<file path="config.mk">
export PLATFORM = sky130hd
export DESIGN_NAME = alu_seq16
export DESIGN_NICKNAME = d
export VERILOG_FILES = /design/src/rtl/alu_seq16.sv
export SDC_FILE = /design/constraint.sdc
export NUM_CORES = 1
export LEC_CHECK = 0
export BUFFER_PORTS_ARGS = -buffer_cell sky130_fd_sc_hd__buf_2
export CORE_MARGIN = 4
export CORE_UTILIZATION = 55
export DETAILED_ROUTE_END_ITERATION = 10
export GPL_TIMING_DRIVEN = 0
export PLACE_DENSITY_LB_ADDON = 0.1
export SYNTH_ARGS = -nofsm -noshare
export SYNTH_HDL_FRONTEND = slang
export SYNTH_SLANG_ARGS = --single-unit
export TNS_END_PERCENT = 50
</file>
<file path="constraint.sdc">
create_clock -name clk -period 3.4 [get_ports clk]
set_clock_uncertainty 0.2 [all_clocks]
set_input_delay 0 -clock clk [delete_from_list [all_inputs] [get_ports clk]]
set_output_delay 0 -clock clk [all_outputs]
set_load 0.02 [all_outputs]
</file>
<file path="src/rtl/alu_seq16.sv">
// alu_seq16: runs one 16-bit operation as two byte issues on an attached
// 8-bit ALU whose output is registered. The low byte is issued in LO and the
// high byte in HI. The carry into the high byte (c8) and the final 16-bit
// carry-out are computed here, because the ALU has no usable carry output.
// Optional build macro: ALU_SEQ_CHECK_EN. When it is defined, the block
// predicts each returned byte and raises a sticky err on any mismatch.
`timescale 1ns/1ps
module alu_seq16 (
  input  logic        clk,
  input  logic        rst,
  input  logic        start,
  input  logic [2:0]  op,
  input  logic [15:0] x,
  input  logic [15:0] y,
  input  logic        cin,
  output logic [7:0]  alu_a,
  output logic [7:0]  alu_b,
  output logic [2:0]  alu_s,
  output logic        alu_cin,
  input  logic [7:0]  alu_data,
  output logic [15:0] result,
  output logic        cout,
  output logic        busy,
  output logic        done
`ifdef ALU_SEQ_CHECK_EN
  ,output logic       err
`endif
);

  typedef enum logic [1:0] {IDLE = 2'd0, LO = 2'd1, HI = 2'd2, FIN = 2'd3} state_t;

  state_t      state_q, state_d;
  logic [2:0]  op_q;
  logic [15:0] x_q, y_q;
  logic        cin_q;
  logic [15:0] result_q;
  logic        cout_q, done_q;
  logic [15:0] addend;
  logic [16:0] sum17;
  logic [8:0]  lo9;
  logic        c8;

  // Arithmetic addend chosen by op[1:0]: 0, y, ~y or all ones
  always_comb begin
    addend = 16'h0000;
    case (op_q[1:0])
      2'd0: addend = 16'h0000;
      2'd1: addend = y_q;
      2'd2: addend = ~y_q;
      2'd3: addend = 16'hFFFF;
      default: addend = 16'h0000;
    endcase
  end

  assign sum17 = {1'b0, x_q} + {1'b0, addend} + {16'h0000, cin_q};
  assign lo9   = {1'b0, x_q[7:0]} + {1'b0, addend[7:0]} + {8'h00, cin_q};
  assign c8    = lo9[8];

  // State register; reset discards any in-flight command
  always_ff @(posedge clk) begin
    if (rst) state_q <= IDLE;
    else     state_q <= state_d;
  end

  // Next state: only IDLE waits, every other state advances unconditionally
  always_comb begin
    state_d = state_q;
    case (state_q)
      IDLE:    if (start) state_d = LO;
      LO:      state_d = HI;
      HI:      state_d = FIN;
      FIN:     state_d = IDLE;
      default: state_d = IDLE;
    endcase
  end

  // ALU drive: low byte in LO, high byte with the local carry in HI, 0 otherwise
  always_comb begin
    alu_a   = 8'h00;
    alu_b   = 8'h00;
    alu_s   = 3'b000;
    alu_cin = 1'b0;
    case (state_q)
      LO: begin
        alu_a   = x_q[7:0];
        alu_b   = y_q[7:0];
        alu_s   = op_q;
        alu_cin = cin_q;
      end
      HI: begin
        alu_a   = x_q[15:8];
        alu_b   = y_q[15:8];
        alu_s   = op_q;
        alu_cin = op_q[2] ? cin_q : c8;
      end
      default: ;
    endcase
  end

  // Operand latch and result assembly; done pulses in the cycle after FIN
  always_ff @(posedge clk) begin
    if (rst) begin
      op_q     <= 3'b000;
      x_q      <= 16'h0000;
      y_q      <= 16'h0000;
      cin_q    <= 1'b0;
      result_q <= 16'h0000;
      cout_q   <= 1'b0;
      done_q   <= 1'b0;
    end else begin
      done_q <= 1'b0;
      case (state_q)
        IDLE: if (start) begin
          op_q  <= op;
          x_q   <= x;
          y_q   <= y;
          cin_q <= cin;
        end
        HI:  result_q[7:0] <= alu_data;
        FIN: begin
          result_q[15:8] <= alu_data;
          cout_q         <= op_q[2] ? 1'b0 : sum17[16];
          done_q         <= 1'b1;
        end
        default: ;
      endcase
    end
  end

  assign result = result_q;
  assign cout   = cout_q;
  assign done   = done_q;
  assign busy   = (state_q != IDLE);

`ifdef ALU_SEQ_CHECK_EN
  logic [15:0] logic16, exp16;
  logic        err_q;

  // Predicted 16-bit value; the byte halves are what the ALU should return
  always_comb begin
    logic16 = 16'h0000;
    case ({op_q[0], cin_q})
      2'b00: logic16 = x_q & y_q;
      2'b01: logic16 = x_q | y_q;
      2'b10: logic16 = x_q ^ y_q;
      2'b11: logic16 = ~x_q;
      default: logic16 = 16'h0000;
    endcase
    exp16 = op_q[2] ? logic16 : sum17[15:0];
  end

  // Sticky mismatch flag, compared at both capture edges
  always_ff @(posedge clk) begin
    if (rst) err_q <= 1'b0;
    else if (state_q == HI  && alu_data != exp16[7:0])  err_q <= 1'b1;
    else if (state_q == FIN && alu_data != exp16[15:8]) err_q <= 1'b1;
  end

  assign err = err_q;
`else
  logic unused_sum;
  assign unused_sum = ^{sum17[15:0], lo9[7:0]};
`endif

endmodule

</file>
==> summary.md, run 1 <==
| Metric | Value |
|---|---|
| Max-slew violation count | 0 |
| Cells traversed along the worst timing path | clkbuf_1 > mux2_2 > ha_1 > a21o_1 > a21oi_1 > o21ai_1 > a221oi_1 > o211ai_1 > buf_2 |
| Area of the multi-input gates | 1580 um^2 |
| Post-CTS setup buffer count | 0 |
| Data required time of the worst path | 3200 ps |
| Average footprint of a synthesized cell | 8.37 um^2 |
| Remaining global-route overflow | 0 |
| Number of placement rows | 25 |
| Worst Hold Slack | about 250 ps |
| Drt total wl | a little over 8000 um |
| Category of cells accounting for the largest share of critical-path delay | compound AO/OA/AOI/OAI gates |
| Routed length on met3 | between 500 and 600 um |
| Area used by sequential logic in the layout | 1120 um^2 |
| Highest Signal Layer | met4 |
| HPWL reported at the end of detailed placement | 5730 um |
| Type of the worst min-delay path | in2reg |
| Max Freq | 331 MHz |
| Wire length of the first global-routing pass | 13,300 um |
| Count of input and output buffers | 85 |
| Antenna Violating Nets Remaining | 0 |
| Layout area overhead | 38.0% |
| Least-Margin Pin Slew | 533 ps |
| Min cycle time layout | 3020 ps |
| Post-Syn Nets | ~400 |
| Hold Vio Cnt, Final | 0 |
| Height of the chip | 79.4 um |
| Boundary Pins | 86 |
| Number of vias per cell after detailed routing | 5.40 |
| Unrepaired setup endpoints after global routing | no |
| Core Region | roughly 4800 um^2 |
| Clock input transition at the sequential cells of the worst setup and hold paths | 110 ps |
| Fraction of layout cells with a size suffix above 1 | 0.238 |
| Number of global-route vias before repair | 2,831 |
| Flip-flop and latch count after synthesis | 56 |
| Leakage power of the design | 1.72 nW |
| Average wire length per cell after detail routing | 15.3 um |
| Final cycle utilization of the critical path | 0.889 |
| Buffers from clock root to sink, at most | 2 |
| Number of instances in the synthesized netlist | 335 |
| Commonest cells after routing, fill and taps aside | 88 x sky130_fd_sc_hd__buf_2, 79 x sky130_fd_sc_hd__nand2_1, 56 x sky130_fd_sc_hd__dfxtp_1, 46 x sky130_fd_sc_hd__dlygate4sd3_1, 44 x sky130_fd_sc_hd__a21oi_1 |
| CTS resizes | 0 |
| Total via count after detailed routing | about 2,900 |
| Die area | 6310 um^2 |
| Count of inserted antenna diode cells | 0 |
| Gpl congestion | 0.906 |
| Headroom to the max-slew limit | 0.644 |
| Initial core utilization | 0.582 |
| Aggregate global-route resource usage | 0.271 |
| End-of-flow core utilization | 0.804 |
| Post-synthesis cell area | 2810 um^2 |
| Slowest cell on the critical path | sky130_fd_sc_hd__dfxtp_1 |
| Class of the most critical setup path | reg2out |
| Final-stage net count | 541 |
| Critical-path maximum fanout | 10 |
| Root Driver | sky130_fd_sc_hd__clkbuf_8 |
| Sequential share of the synthesized area | 0.400 |
| Skew-Pair Late Insertion Delay | 320 ps |
| Sort of element at the end of the critical path | output port |
| DRC violation count after routing | 0 |
| Number of library cell types mapped by synthesis | 30 |
| Post-layout instance area | between 3000 and 4000 um^2 |
| Initial antenna violation count | 0 |
| Buffers plus inverters on the worst setup path | 2 |
| Type of origin of the critical path | register |
| Placed Instance Area | 3310 um^2 |
| Power after layout | between 2 and 2.5 mW |
| Worst ir drop on vdd | 0.349 mV |
| Initial drt markers | between 150 and 200 |
| Met2 layer wire length in the routed design | 3970 um |
| Sum of negative setup slack | 0 ps |
| Routed length on met1 | 3500 um |
| Worst EP arrival | 2820 ps |
| Max Cap Viol | 0 |
| Number of search-and-repair iterations in the first detailed-routing pass | 5 |
| Maximum single-stage delay on the critical path | about 470 ps |
| Clock tree from TritonCTS | built |
| CTS Sinks | 56 |
| Most common cell after layout, fill and taps aside | sky130_fd_sc_hd__buf_2 |
| Yosys warns | 0 |
| Number of failing setup endpoints in the final timing report | 0 |
| Number of buffers created by CTS | 5 |
| Outcome | completed |
| Cts-stage hold buffer count | 46 |
| Ratio of total power to cell area | 563 nW/um^2 |
| Maximum number of pins on one net before global-route repair | 20 |
| Die boundary width | 79.4 um |
| Layout filler cell count | 366 |
| H-Tree Depth | 2 |
==> registers in the layout (all words and copies together) (netlist names) <==
signal and flops:
cout 1, y_q 16, x_q 16, cin_q 1
state_q 2, done 1, op_q 3, result 16
==> cells by family after synthesis <==
kind of cell	after synthesis	synth area share
compound gates	70	0.147
fa+ha+maj	21	0.0937
buf+inv	26	0.0375
flops	56	0.400
mux	32	0.121
simple gates	130	0.201
==> area by class of cell <==
cell class / count / share of cell area
timing repair buffer: 131 / 0.229
clock buffer: 5 / 0.0178
multi-input combinational: 253 / 0.408
clock inverter: 3 / 0.00711
sequential: 56 / 0.290
inverter: 3 / 0.00291
tap: 67 / 0.0217
buffer: 23 / 0.0242
==> tightest hold or removal path, delay by kind of cell <==
family,cells,cell delay [ps]
buffers and inverters,2,630
AND/OR/NAND/NOR,1,70
multiplexers,1,60
==> stage by stage <==
stage                     cells  setup WS, ps
after floorplan             335          1210
after global placement      487           788
after detailed placement    487           808
after CTS                   541           427
after global routing        541           216
final                       541           379
==> cells in the mapped netlist <==
master,instances,area (um^2)
sky130_fd_sc_hd__nand3_1,4,20.0
sky130_fd_sc_hd__nor3_1,1,5.00
sky130_fd_sc_hd__nor2b_1,18,113
sky130_fd_sc_hd__buf_2,3,15.0
sky130_fd_sc_hd__and4_1,1,8.76
sky130_fd_sc_hd__mux2_2,16,180
sky130_fd_sc_hd__nand4_1,1,6.26
sky130_fd_sc_hd__a221oi_1,1,8.76
sky130_fd_sc_hd__buf_4,1,7.51
sky130_fd_sc_hd__nand2_1,79,297
sky130_fd_sc_hd__a211o_1,1,8.76
sky130_fd_sc_hd__dfxtp_1,56,1120
sky130_fd_sc_hd__and2_1,4,25.0
sky130_fd_sc_hd__or4_1,1,7.51
sky130_fd_sc_hd__buf_1,2,7.51
sky130_fd_sc_hd__a22oi_1,16,120
sky130_fd_sc_hd__nand3b_1,1,7.51
sky130_fd_sc_hd__mux2i_1,16,160
sky130_fd_sc_hd__o21ai_1,1,5.00
sky130_fd_sc_hd__a2111oi_0,1,8.76
sky130_fd_sc_hd__nor2_1,20,75.1
sky130_fd_sc_hd__inv_1,3,11.3
sky130_fd_sc_hd__a21oi_1,44,220
sky130_fd_sc_hd__a21o_1,1,7.51
sky130_fd_sc_hd__o21ai_0,2,10.0
sky130_fd_sc_hd__a211oi_1,1,7.51
sky130_fd_sc_hd__ha_1,21,263
sky130_fd_sc_hd__o21bai_1,1,7.51
sky130_fd_sc_hd__o211ai_1,1,7.51
sky130_fd_sc_hd__clkbuf_1,17,63.8
==> worst paths after layout <==
check / startpoint / end / slack [ps] / depth (start not counted)
worst max-delay path: op_q[0]$_SDFFE_PP0P_ / alu_cin / 380 / 9
worst min register to register: y_q[4]$_SDFFE_PP0P_ / y_q[4]$_SDFFE_PP0P_ / 290 / 2
worst max register to register: op_q[0]$_SDFFE_PP0P_ / cout$_SDFFE_PP0P_ / 780 / 8
worst min-delay path: alu_data[1] / result[9]$_SDFFE_PP0P_ / 250 / 4
==> report_power, final <==
group          switching [mW]  total, mW  internal, mW
clock network           0.240      0.392         0.152
logic                   0.543      0.914         0.371
registers               0.107      0.872         0.766
==> per-layer routing <==
metal	up-vias	GRT usage
met2	133	0.466
met4	0	0.0911
met3	25	0.0451
li1	1423	-
met5	-	0
met1	1338	0.342
Note: power is estimated with default switching activity, not from simulation.
==> run 2: changes to the inputs <==
- ABC_AREA: not set -> 1
==> summary.md, run 2 <==
| Metric | Value |
|---|---|
| Final standard cell count with taps included and fillers excluded | 620 |
| Post-place setup slack | between 1000 and 1500 ps |
| Total placed cells including tap cells | approximately 550 |
| Max-slew violation count | 0 |
| Average wire length per cell after detail routing | 14.6 um |
| Buffers plus inverters on the worst setup path | 3 |
| Min cycle time layout | 2750 ps |
| Count of inserted antenna diode cells | 0 |
| Die area | 6240 um^2 |
| Synth top area share | 0.405 |
| Remaining global-route overflow | 0 |
| Worst setup path startpoint | op_q[1]$_SDFFE_PP0P_ |
| Cells traversed along the worst timing path | inv_1 > clkbuf_1 > o21ai_0 > ha_1 > nand2_1 > nand2_1 > nand2_1 > nand2_1 > nand2_1 > nand2_1 > nand2_1 > nand2_1 > o21ai_0 > a21oi_1 > buf_2 |
| Headroom to the max-slew limit | 0.613 |
| Initial drt markers | 257 |
| Fraction of registers with async set/reset | 0 |
| Post-synthesis cell area | 2770 um^2 |
| Boundary Pins | 86 |
| Total via count after detailed routing | 3,301 |
| Number of search-and-repair iterations in the first detailed-routing pass | 5 |
| Unrepaired setup endpoints after global routing | no |
| Final cycle utilization of the critical path | 0.808 |
| Skew-Pair Late Insertion Delay | 310 ps |
| Sum of negative setup slack | 0 ps |
| CTS Sinks | 56 |
| Drt total wl | just over 9000 um |
| Gpl congestion | 0.936 |
| Layout area overhead | 44.1% |
| Average footprint of a synthesized cell | between 6 and 7 um^2 |
| Number of failing setup endpoints in the final timing report | 0 |
| Worst ir drop on vdd | roughly 0.57 mV |
| Area contributors post-synth | sky130_fd_sc_hd__dfxtp_1 40%, sky130_fd_sc_hd__nand2_1 23%, sky130_fd_sc_hd__a21oi_1 14% |
| Initial core utilization | 0.579 |
| Outcome | completed |
| Most used standard cell by instance count after synthesis | sky130_fd_sc_hd__nand2_1 |
| Maximum number of pins on one net before global-route repair | 18 |
| Area leader, netlist | sky130_fd_sc_hd__dfxtp_1 |
| Fin worst setup slack | 652 ps |
| Clock tree from TritonCTS | built |
| Data required time of the worst path | 3200 ps |
| Top post-synthesis cells by count | 169 x sky130_fd_sc_hd__nand2_1, 75 x sky130_fd_sc_hd__a21oi_1, 56 x sky130_fd_sc_hd__dfxtp_1 |
| Number of placement rows | 25 |
| Max Cap Viol | 0 |
| Type of the worst min-delay path | reg2reg |
| Root Driver | sky130_fd_sc_hd__clkbuf_8 |
| Sort of element at the end of the critical path | output port |
| Number of global-route vias before repair | 3,151 |
| Post-CTS setup buffer count | 0 |
| FF-to-FF Start | state_q[0]$_SDFFE_PP0P_ |
| Hold path startpoint | result[3]$_SDFFE_PP0P_ |
| Count of input and output buffers | 84 |
| Aggregate global-route resource usage | 0.300 |
| Number of library cell types mapped by synthesis | 20 |
| Antenna Violating Nets Remaining | 0 |
| Initial antenna violation count | 0 |
| Height of the chip | 79.0 um |
| Maximum single-stage delay on the critical path | 380 ps |
| Number of instances in the synthesized netlist | 398 |
| Class of the most critical setup path | reg2out |
| DRC violation count after routing | 0 |
| Hold Vio Cnt, Final | 0 |
| Most common cell after layout, fill and taps aside | sky130_fd_sc_hd__nand2_1 |
| Leakage power of the design | 1.84 nW |
| Post-synth EDFFs | 0 |
| HPWL reported at the end of detailed placement | 5830 um |
| Least-Margin Pin Slew | 581 ps |
| Core Region | ~4800 um^2 |
| Type of origin of the critical path | register |
| Clock input transition at the sequential cells of the worst setup and hold paths | about 100 ps |
| Worst EP arrival | ~2600 ps |
| H-Tree Depth | 2 |
| End-of-flow core utilization | 0.834 |
| Critical-path maximum fanout | 10 |
| Sequential share of the synthesized area | 0.405 |
| Final-stage net count | slightly above 600 |
| Die boundary width | 79.0 um |
| Slowest cell on the critical path | sky130_fd_sc_hd__clkbuf_1 |
| Buffers from clock root to sink, at most | 2 |
| Cell type with the highest occurrence count on the critical path | sky130_fd_sc_hd__nand2_1 |
| Yosys warns | 0 |
| Ratio of total power to cell area | 567 nW/um^2 |
| Fraction of layout cells with a size suffix above 1 | 0.201 |
| Wire length of the first global-routing pass | between 10,000 and 15,000 um |
| Post-Syn Nets | around 470 |
| Number of buffers created by CTS | 5 |
| Category of cells accounting for the largest share of critical-path delay | buffers and inverters |
| Main flop type after synthesis | sky130_fd_sc_hd__dfxtp_1 |
| Max Freq | 364 MHz |
| Power after layout | 2.26 mW |
| Flip-flop and latch count after synthesis | 56 |
| Commonest cells after routing, fill and taps aside | 169 x sky130_fd_sc_hd__nand2_1, 99 x sky130_fd_sc_hd__buf_2, 75 x sky130_fd_sc_hd__a21oi_1, 63 x sky130_fd_sc_hd__dlygate4sd3_1, 56 x sky130_fd_sc_hd__dfxtp_1 |
| Number of vias per cell after detailed routing | ~5.3 |
==> run 2: changes by cell type after synthesis, moves of 3 or more <==
| cell | delta |
|---|---|
| sky130_fd_sc_hd__a211oi_1 | +3 |
| sky130_fd_sc_hd__a21oi_1 | +31 |
| sky130_fd_sc_hd__a22oi_1 | -16 |
| sky130_fd_sc_hd__and2_1 | -4 |
| sky130_fd_sc_hd__buf_2 | +12 |
| sky130_fd_sc_hd__clkbuf_1 | -12 |
| sky130_fd_sc_hd__inv_1 | +9 |
| sky130_fd_sc_hd__mux2_2 | -16 |
| sky130_fd_sc_hd__mux2i_1 | -16 |
| sky130_fd_sc_hd__nand2_1 | +90 |
| sky130_fd_sc_hd__nand3_1 | -3 |
| sky130_fd_sc_hd__nor2_1 | -11 |
| sky130_fd_sc_hd__nor2b_1 | -18 |
| sky130_fd_sc_hd__o21ai_0 | +16 |
==> run 2: layout make-up <==
class | instances | area, um^2
Buffer | 24 | 120
Clock buffer | 6 | 72.6
Clock inverter | 2 | 13.8
Fill cell | 328 | 795
Inverter | 15 | 56.3
Multi-Input combinational cell | 303 | 1470
Sequential cell | 56 | 1120
Tap cell | 67 | 83.8
Timing Repair Buffer | 147 | 1050
==> run 2: stage by stage <==
step	instance area, um^2	hold slack (ps)
floorplan	2770	-59.5
global placement	3270	50.0
detailed placement	3270	53.3
CTS	3990	263
global route	3990	282
finish	3990	263
==> run 2: cells by family after synthesis <==
group | share of synthesized area
flip-flops | 0.405
adder cells (fa/ha/maj) | 0.0949
AND/OR/NAND/NOR | 0.249
buffers and inverters | 0.0637
AO/OA/AOI/OAI | 0.187
==> run 2: tightest hold or removal path, cell delays in order (launching register included) <==
cell,delay [ps]
sky130_fd_sc_hd__dfxtp_1,320
sky130_fd_sc_hd__nand2_1,60
sky130_fd_sc_hd__a21oi_1,50
==> run 2: worst paths after layout <==
check / to / slack (ps) / depth (start not counted)
max: alu_cin / 650 / 15
min: result[3]$_SDFFE_PP0P_ / 260 / 2
max reg2reg: x_q[13]$_SDFFE_PP0P_ / 780 / 8
min reg2reg: result[3]$_SDFFE_PP0P_ / 260 / 2
==> run 2: per-layer routing <==
metal	part of all wire	vias up	global-route usage
met5	0	-	0
met3	0.067	34	0.0499
met4	0.028	0	0.112
met1	0.40	1532	0.354
li1	-	1600	-
met2	0.51	135	0.540
==> run 2: what timing repair did <==
| item | in CTS | in global routing |
|---|---|---|
| gates resized for setup | 0 | 0 |
| hold buffers | 63 | 0 |
| endpoints found under the hold margin | 56 | 0 |
==> run 2: power by group <==
part	total (mW)	switching [mW]	internal (mW)
Combinational	1.02	0.645	0.376
Clock	0.365	0.218	0.147
Sequential	0.876	0.101	0.775
==> run 3: changes to the inputs <==
- CORE_UTILIZATION: 55 -> 46
- clock period: 3.4 -> 2.3 ns (I/O delays scaled with it)
==> summary.md, run 3 (synthesis gave the netlist of run 2 again) <==
| Metric | Value |
|---|---|
| Worst reg-to-reg path cell count | 8 |
| Remaining global-route overflow | 0 |
| Max Cap Viol | 0 |
| Hold path startpoint | x[10] |
| Maximum number of pins on one net before global-route repair | 20 |
| Clock tree from TritonCTS | built |
| FF-to-FF Start | state_q[0]$_SDFFE_PP0P_ |
| Number of cells on the worst hold path | 4 |
| Min cycle time layout | 2270 ps |
| Ratio of total power to cell area | 855 nW/um^2 |
| Commonest cells after routing, fill and taps aside | 168 x sky130_fd_sc_hd__nand2_1, 97 x sky130_fd_sc_hd__buf_2, 75 x sky130_fd_sc_hd__a21oi_1, 55 x sky130_fd_sc_hd__dfxtp_1, 53 x sky130_fd_sc_hd__dlygate4sd3_1 |
| Number of search-and-repair iterations in the first detailed-routing pass | 4 |
| Max-slew violation count | 0 |
| Type of origin of the critical path | register |
| Layout area overhead | 43.6% |
| H-Tree Depth | 2 |
| Type of the worst min-delay path | in2reg |
| Data required time of the worst path | 2100 ps |
| Class of the most critical setup path | reg2out |
| Worst EP arrival | 2070 ps |
| DRC violation count after routing | 0 |
| Worst r2r dst | y_q[15]$_SDFFE_PP0P_ |
| Worst ir drop on vdd | 0.792 mV |
| Placed Instance Area | 3280 um^2 |
| Least-Margin Pin Slew | between 500 and 600 ps |
| Slowest cell on the critical path | sky130_fd_sc_hd__dfxtp_4 |
| Clock input transition at the sequential cells of the worst setup and hold paths | ~110 ps |
| Antenna Violating Nets Remaining | 0 |
| Wire length of the first global-routing pass | 14,100 um |
| Buffers plus inverters on the worst setup path | 2 |
| Drt total wl | 8550 um |
| HPWL reported at the end of detailed placement | 5970 um |
| Post-place setup slack | 32.3 ps |
| Hold Vio Cnt, Final | 0 |
| Cell type with the highest occurrence count on the critical path | sky130_fd_sc_hd__nand2_1 |
| Max Freq | between 400 and 500 MHz |
| Final cycle utilization of the critical path | 0.985 |
| Total placed cells including tap cells | 557 |
| Cells traversed along the worst timing path | clkinvlp_4 > o21ai_2 > ha_1 > nand2_1 > nand2_1 > nand2_1 > nand2_1 > nand2_1 > nand2_1 > nand2_1 > nand2_1 > o21ai_1 > a21oi_1 > buf_2 |
| Initial antenna violation count | 0 |
| Core Region | 5890 um^2 |
| Fin worst setup slack | 34.6 ps |
| Height of the chip | approximately 86 um |
| Final standard cell count with taps included and fillers excluded | 621 |
| Post-layout instance area | slightly below 4000 um^2 |
| Critical-path maximum fanout | 6 |
| Count of input and output buffers | 84 |
| Number of vias per cell after detailed routing | roughly 5 |
| End point of the worst hold path | x_q[10]$_SDFFE_PP0P_ |
| Headroom to the max-slew limit | 0.620 |
| Total via count after detailed routing | 3,090 |
| Aggregate global-route resource usage | 0.240 |
| Number of buffers created by CTS | 5 |
| Most common cell after layout, fill and taps aside | sky130_fd_sc_hd__nand2_1 |
| CTS Sinks | 56 |
| Boundary Pins | 86 |
| Maximum single-stage delay on the critical path | 390 ps |
| Initial drt markers | 157 |
| Register-to-register setup slack | 180 ps |
| Root Driver | sky130_fd_sc_hd__clkbuf_8 |
| Category of cells accounting for the largest share of critical-path delay | simple AND/OR/NAND/NOR gates |
| Gpl congestion | 0.874 |
| Initial core utilization | 0.471 |
| Unrepaired setup endpoints after global routing | yes |
| Number of placement rows | 28 |
| Outcome | completed |
| Number of global-route vias before repair | 3,061 |
| Die area | 7330 um^2 |
| Die boundary width | around 86 um |
| Count of inserted antenna diode cells | 0 |
| Sort of element at the end of the critical path | output port |
| Layout filler cell count | 521 |
| Buffers from clock root to sink, at most | 2 |
| Fraction of layout cells with a size suffix above 1 | 0.225 |
| Average wire length per cell after detail routing | 13.8 um |
| Number of failing setup endpoints in the final timing report | 0 |
| Skew-Pair Late Insertion Delay | 310 ps |
| Leakage power of the design | 1.82 nW |
| Final-stage net count | around 610 |
-- run 3: changes by cell type in the layout (fill, tap and decap cells not counted), sizes merged --
cell,before,now
dlygate4sd3,63,53
clkinvlp,0,3
buf,103,106
clkinv,3,2
clkbuf,11,9
-- run 3: worst min-delay path, stage by stage --
cell                            delay [ps]
sky130_fd_sc_hd__dlygate4sd3_1         530
sky130_fd_sc_hd__buf_2                 120
sky130_fd_sc_hd__nand2_1                50
sky130_fd_sc_hd__a21oi_1                50
-- run 3: area by class of cell --
cell class	count	area, um^2	area share
clock inverter	3	26.3	0.00660
multi-input combinational	303	1480	0.372
clock buffer	5	68.8	0.0173
inverter	15	65.1	0.0164
tap	75	93.8	0.0236
sequential	56	1120	0.283
timing repair inverter	1	7.51	0.00189
timing repair buffer	141	993	0.250
buffer	22	118	0.0296
-- run 3: what timing repair did --
action	CTS	global route
hold endpoints to repair	56	0
gates resized for setup	9	7
pin swaps	0	0
endpoints found under the setup margin	2	9
setup buffers	2	2
hold buffers	53	0
cloned	1	0
-- run 3: worst max-delay path by stage --
stage                                     from       to  slack, ps  cells past startpoint
after floorplan           op_q[1]$_SDFFE_PP0P_  alu_cin        310                     14
after global placement    op_q[1]$_SDFFE_PP0P_  alu_cin         20                     15
after detailed placement  op_q[1]$_SDFFE_PP0P_  alu_cin         30                     15
after CTS                 op_q[1]$_SDFFE_PP0P_  alu_cin         -3                     14
after global routing      op_q[1]$_SDFFE_PP0P_  alu_cin       -120                     14
final                     op_q[1]$_SDFFE_PP0P_  alu_cin         30                     14
-- run 3: where the power goes --
group | internal, mW | switching (mW)
Combinational | 0.568 | 0.946
Clock | 0.225 | 0.356
Sequential | 1.15 | 0.158
Total | 1.94 | 1.46
-- run 3: through the flow --
step	total power, mW	util	setup TNS [ps]	hold slack [ps]
after detailed placement	2.65	0.558	0	55.4
final	3.40	0.676	0	263
after floorplan	2.22	-	0	-59.5
after global placement	2.62	0.558	0	50.3
after global routing	3.66	0.676	-120	274
after CTS	3.37	0.671	-2.82	261
-- run 3: layer usage --
layer	global-route usage	wire length, um	up-vias	part of all wire
met1	0.292	3550	1421	0.42
li1	-	-	1586	-
met4	0.0633	97	0	0.011
met5	0	0	-	0
met2	0.427	4350	73	0.51
met3	0.0538	554	10	0.065
